--- src/rtl/arb_pkg.sv ---
// Shared definitions for the four-way round-robin arbiter and its encoder.
package arb_pkg;

  localparam int N_REQ = 4;
  localparam int IDX_W = 2;

  typedef enum logic {
    ST_IDLE  = 1'b0,
    ST_GRANT = 1'b1
  } arb_state_e;

endpackage

--- src/rtl/rr_arb4_enc_prio_enc4.sv ---
// Combinational 4-to-2 priority encoder; bit 0 has the highest priority.
module prio_enc4
  import arb_pkg::*;
(
  input  logic [N_REQ-1:0] in,
  output logic [IDX_W-1:0] out,
  output logic             found
);

  // Scan from the top so the lowest set bit is the last (winning) assignment
  always_comb begin
    out   = '0;
    found = 1'b0;
    for (int i = N_REQ - 1; i >= 0; i--) begin
      if (in[i]) begin
        out   = IDX_W'(i);
        found = 1'b1;
      end
    end
  end

endmodule

--- src/rtl/rr_arb4_enc.sv ---
// Round-robin arbiter granting one of four requesters a shared encoded resource,
// holding the grant until done, withdrawal, hold timeout or disable.
module rr_arb4_enc
  import arb_pkg::*;
#(
  parameter int MAX_HOLD = 16,
  parameter int CNT_W    = 5
) (
  input  logic             clk,
  input  logic             rst_n,
  input  logic             en,
  input  logic [N_REQ-1:0] req,
  input  logic             done,
  output logic [N_REQ-1:0] gnt,
  output logic [IDX_W-1:0] gnt_idx,
  output logic             gnt_valid,
  output logic             timeout
);

  localparam logic [CNT_W-1:0] HOLD_LAST =
    (MAX_HOLD == 0) ? CNT_W'(0) : CNT_W'(MAX_HOLD - 1);

  arb_state_e        state;
  logic [IDX_W-1:0]  ptr;
  logic [CNT_W-1:0]  cnt;

  logic [2*N_REQ-1:0] req_dbl;
  logic [N_REQ-1:0]   req_rot;
  logic [IDX_W-1:0]   enc_out;
  logic               enc_found;
  logic [IDX_W-1:0]   winner;
  logic               withdrawn;
  logic               hold_expired;

  // Rotate requests so the current priority holder sits at bit 0, then map the
  // encoder result back to an absolute requester index
  always_comb begin
    req_dbl      = {req, req};
    req_rot      = req_dbl[ptr +: N_REQ];
    winner       = enc_out + ptr;
    withdrawn    = ~req[gnt_idx];
    hold_expired = (MAX_HOLD != 0) && (cnt == HOLD_LAST);
  end

  prio_enc4 u_prio_enc4 (
    .in    (req_rot),
    .out   (enc_out),
    .found (enc_found)
  );

  // Arbitration FSM with registered grant, index, hold counter and timeout pulse
  always_ff @(posedge clk) begin
    if (!rst_n) begin
      state     <= ST_IDLE;
      ptr       <= '0;
      cnt       <= '0;
      gnt       <= '0;
      gnt_idx   <= '0;
      gnt_valid <= 1'b0;
      timeout   <= 1'b0;
    end else begin
      timeout <= 1'b0;
      case (state)
        ST_IDLE: begin
          if (en && enc_found) begin
            state     <= ST_GRANT;
            gnt       <= N_REQ'(1) << winner;
            gnt_idx   <= winner;
            gnt_valid <= 1'b1;
            cnt       <= '0;
          end
        end
        ST_GRANT: begin
          if (!en) begin
            state     <= ST_IDLE;
            gnt       <= '0;
            gnt_idx   <= '0;
            gnt_valid <= 1'b0;
            cnt       <= '0;
          end else if (done || withdrawn || hold_expired) begin
            state     <= ST_IDLE;
            gnt       <= '0;
            gnt_idx   <= '0;
            gnt_valid <= 1'b0;
            cnt       <= '0;
            ptr       <= gnt_idx + IDX_W'(1);
            timeout   <= hold_expired && !done;
          end else begin
            cnt <= cnt + CNT_W'(1);
          end
        end
        default: state <= ST_IDLE;
      endcase
    end
  end

endmodule

--- config.mk ---
export PLATFORM = sky130hd
export DESIGN_NAME = rr_arb4_enc
export DESIGN_NICKNAME = d
export VERILOG_FILES = /design/src/rtl/arb_pkg.sv /design/src/rtl/rr_arb4_enc_prio_enc4.sv /design/src/rtl/rr_arb4_enc.sv
export SDC_FILE = /design/constraint.sdc
export NUM_CORES = 1
export LEC_CHECK = 0
export ABC_AREA = 1
export CAP_MARGIN = 15
export CORE_UTILIZATION = 40
export CTS_CLUSTER_SIZE = 25
export DETAILED_ROUTE_END_ITERATION = 8
export GPL_TIMING_DRIVEN = 1
export PLACE_DENSITY = 0.73
export SETUP_SLACK_MARGIN = 0.02
export SLEW_MARGIN = 0
export SYNTH_ARGS = -nofsm -noshare
export SYNTH_HDL_FRONTEND = slang
export SYNTH_SLANG_ARGS = --single-unit
--- constraint.sdc ---
create_clock -name clk -period 3.2 [get_ports clk]
set_input_delay 0.64 -clock clk [delete_from_list [all_inputs] [get_ports clk]]
set_output_delay 0.64 -clock clk [all_outputs]
set_load 0.01 [all_outputs]
==> summary.md <==
| Metric | Value |
|---|---|
| Run status | completed |
| Number of buffers inserted to repair setup after CTS | 0 |
| Worst voltage drop across the vdd grid | 0.323 mV |
| Distinct cell type count after synthesis | 22 |
| Routed wirelength normalized by instance count | about 10 um |
| Fillcell total | between 200 and 250 |
| Area of all placed cells without fillers | about 1200 um2 |
| Synthesized netlist net count | ~140 |
| Number of global-route vias before repair | a little over 800 |
| Maxcap violations | 0 |
| Cell count after synthesis | roughly 130 |
| Count of hold buffers inserted by post-cts repair | 0 |
| Required @ worst endpoint | 3.41 ns |
| Sequential cell area | approximately 320 um2 |
| Class of the worst hold path | register to register |
| Power after layout | 442 uW |
| Post-route DRC | 0 |
| Resize count post-CTS | 0 |
| Clk_skew | approximately 0.0073 ns |
| Syn. warnings | 0 |
| RSZ-0062 raised after global routing | no |
| Number of buffers between clock root and the deepest sink | 2 |
| Floorplan die area | approximately 2600 um2 |
| Area used by multi-input combinational logic | slightly below 600 um2 |
| Hold violation total from the final report | 0 |
| Sinks on the clock net | 16 |
| Number of synthesized flops with an enable pin | 0 |
| CTS H-tree lvls | 1 |
| Largest net degree at the start of global routing | 13 |
| First-pass GRT wire length | between 3 and 4 mm |
| Total track usage | around 17% |
| Fraction of the yosys area taken by sequential cells | 32.9% |
| Num rows | 17 |
| Avg Inst Size Synth | 7.42 um2 |
| Post-route insts no fill | 176 |
| Number of nets with antenna violations after routing | 0 |
| GR Overflow Total | 0 |
| Number of buffers added on ports | 15 |
| Async S/R FF share, synth | 0% |
| Chip Width | around 51 um |
| CTS tree | built |
| Number of instances in the placed design | 173 |
| Clock root buffer | clkbuf_4 |
| Count of boundary I/O pins | 16 |
| Most used flip-flop cell after synthesis | dfxtp_1 |
| Via density per instance | 4.90 |
| Startpoint class of the critical path | primary input |
| Pin slew with the least headroom to its limit | 0.543 ns |
| Worst setup path category | primary input to register |
| Clock-pin slew on the worst setup and hold paths | about 0.080 ns |
| Floorplan Core Area | between 2000 and 2500 um2 |
| DP Area | ~1200 um2 |
| Endpoint type of the worst setup path | register |
| First-iteration detailed-routing DRC count | 31 |
| Area of the mapped netlist | between 900 and 1000 um2 |
| Die Span Y | 51.3 um |
| Total routed wirelength | 1.82 mm |
| Achievable Freq | between 400 and 500 MHz |
| Detailed Routing Iterations Pass 1 | 4 |
| Total power divided by cell area | about 380 nW/um2 |
| Setup total negative slack | 0 ns |
| Crit path DAT | 2.46 ns |
| Final Cycle Share | between 70% and 80% |
| Headroom to the max-slew limit | a little under two thirds |
| Post-Route Hold Slack | roughly 0.47 ns |
| Antenna violations before repair | 0 |
| # nets final | 161 |
| Layout-stage area growth over the synthesis result | 21.0% |
| Final critical delay including setup and external delays | roughly 2.2 ns |
| Clock buffer count from CTS | 3 |
| Skew-Pair Late Insertion Delay | between 0.2 and 0.3 ns |
| Count of pins over their slew limit | 0 |
| Final Setup Violations | 0 |
| Final weighted congestion of routability-driven global placement | roughly 0.94 |
| Share of final-layout standard cells stronger than drive strength 1 | approximately 24% |
| Static Leakage | around 0.48 nW |
| Flip-flop and latch count after synthesis | 16 |
| Initial Util | a little over two fifths |
| Post-detail-place hpwl | roughly 1.4 mm |
| CP max FO | 4 |
| Total vias in the final route | between 800 and 900 |
| Antenna diode instance count | 0 |
==> power breakdown <==
part	total [mW]	internal (mW)	switching (mW)
sequential	0.219	0.209	0.0104
clock	0.104	0.0437	0.0604
combinational	0.119	0.0503	0.0685
total	0.442	0.303	0.139
==> synth_stat cells (2+ instances only) <==
cell,instances,share of area (%)
inv_2,5,1.9
a21oi_1,6,3.1
nand2_1,35,14
nor2_1,3,1.2
dfxtp_1,16,33
inv_1,12,4.6
nand2_2,9,5.8
nand3_1,12,6.2
o21ai_0,5,2.6
ha_1,3,3.9
xor2_1,2,1.8
nand2_4,3,3.5
a21oi_2,11,9.9
==> layout by cell type (no fill, tap or decap), drive strengths merged <==
master,n
nor2,4
a21oi,17
inv,17
nand3b,1
xor2,2
dfxtp,16
nand4,1
ha,3
nand2,48
clkbuf,3
clkdlybuf4s50,15
nor4,1
a21boi,1
nand3,13
or2,1
o21ai,5
==> worst max-delay path, cell delays in order <==
cell,delay [ns]
clkdlybuf4s50_1,0.45
nand2_1,0.11
nand3_1,0.09
nand2_2,0.09
nand3_1,0.06
a21boi_0,0.16
ha_1,0.18
xor2_1,0.17
nand3b_1,0.13
nand2_1,0.09
inv_1,0.08
nand2_1,0.07
a21oi_2,0.13
==> cell families after synthesis <==
kind of cell	count (synthesis)	synth area share, %
simple gates	69	38.1
xor+xnor	2	1.80
compound gates	23	16.3
buf+inv	18	6.95
fa+ha+maj	3	3.86
flops	16	32.9
==> flip-flops by register name, summed over array words and instances, names as in the netlist <==
name / flops
state: 1
cnt: 5
ptr: 2
gnt_valid: 1
gnt_idx: 2
gnt: 4
timeout: 1
==> cell type report <==
cell class / instances / share of cell area (%)
Tap cell: 28 / 2.98
Sequential cell: 16 / 27.2
Clock buffer: 3 / 1.91
Inverter: 17 / 5.43
Multi-Input combinational cell: 97 / 49.7
Timing Repair Buffer: 15 / 12.8
==> path summary, 6_finish.rpt <==
| kind | from | end | slack, ns | cells past startpoint |
|---|---|---|---|---|
| worst max-delay path | req[1] | gnt[0] | 0.95 | 13 |
| worst min-delay path | gnt[0] | gnt[0] | 0.47 | 2 |
| worst max register to register | ptr[0] | gnt[0] | 1.23 | 13 |
| worst min register to register | gnt[0] | gnt[0] | 0.47 | 2 |
==> routing by layer <==
layer / GRT usage [%] / vias up / routed length [um] / share of wire, %
met3: 5.36 / 0 / 96 / 5.3
met4: 2.70 / 0 / 0 / 0
met2: 28.1 / 19 / 862 / 47
met1: 21.0 / 381 / 859 / 47
li1: - / 462 / - / -
met5: 0 / - / 0 / 0
==> stage by stage <==
| stage | utilization, % | setup slack (ns) |
|---|---|---|
| 2_1_floorplan | - | 1.28 |
| 3_3_place_gp | 51.2 | 0.700 |
| 4_1_cts | 52.2 | 0.956 |
| 5_1_grt | 52.2 | 0.770 |
| 6_report | 52.2 | 0.953 |
| 3_5_place_dp | 51.2 | 0.682 |
No activity file was read; power rests on OpenSTA's default activity.
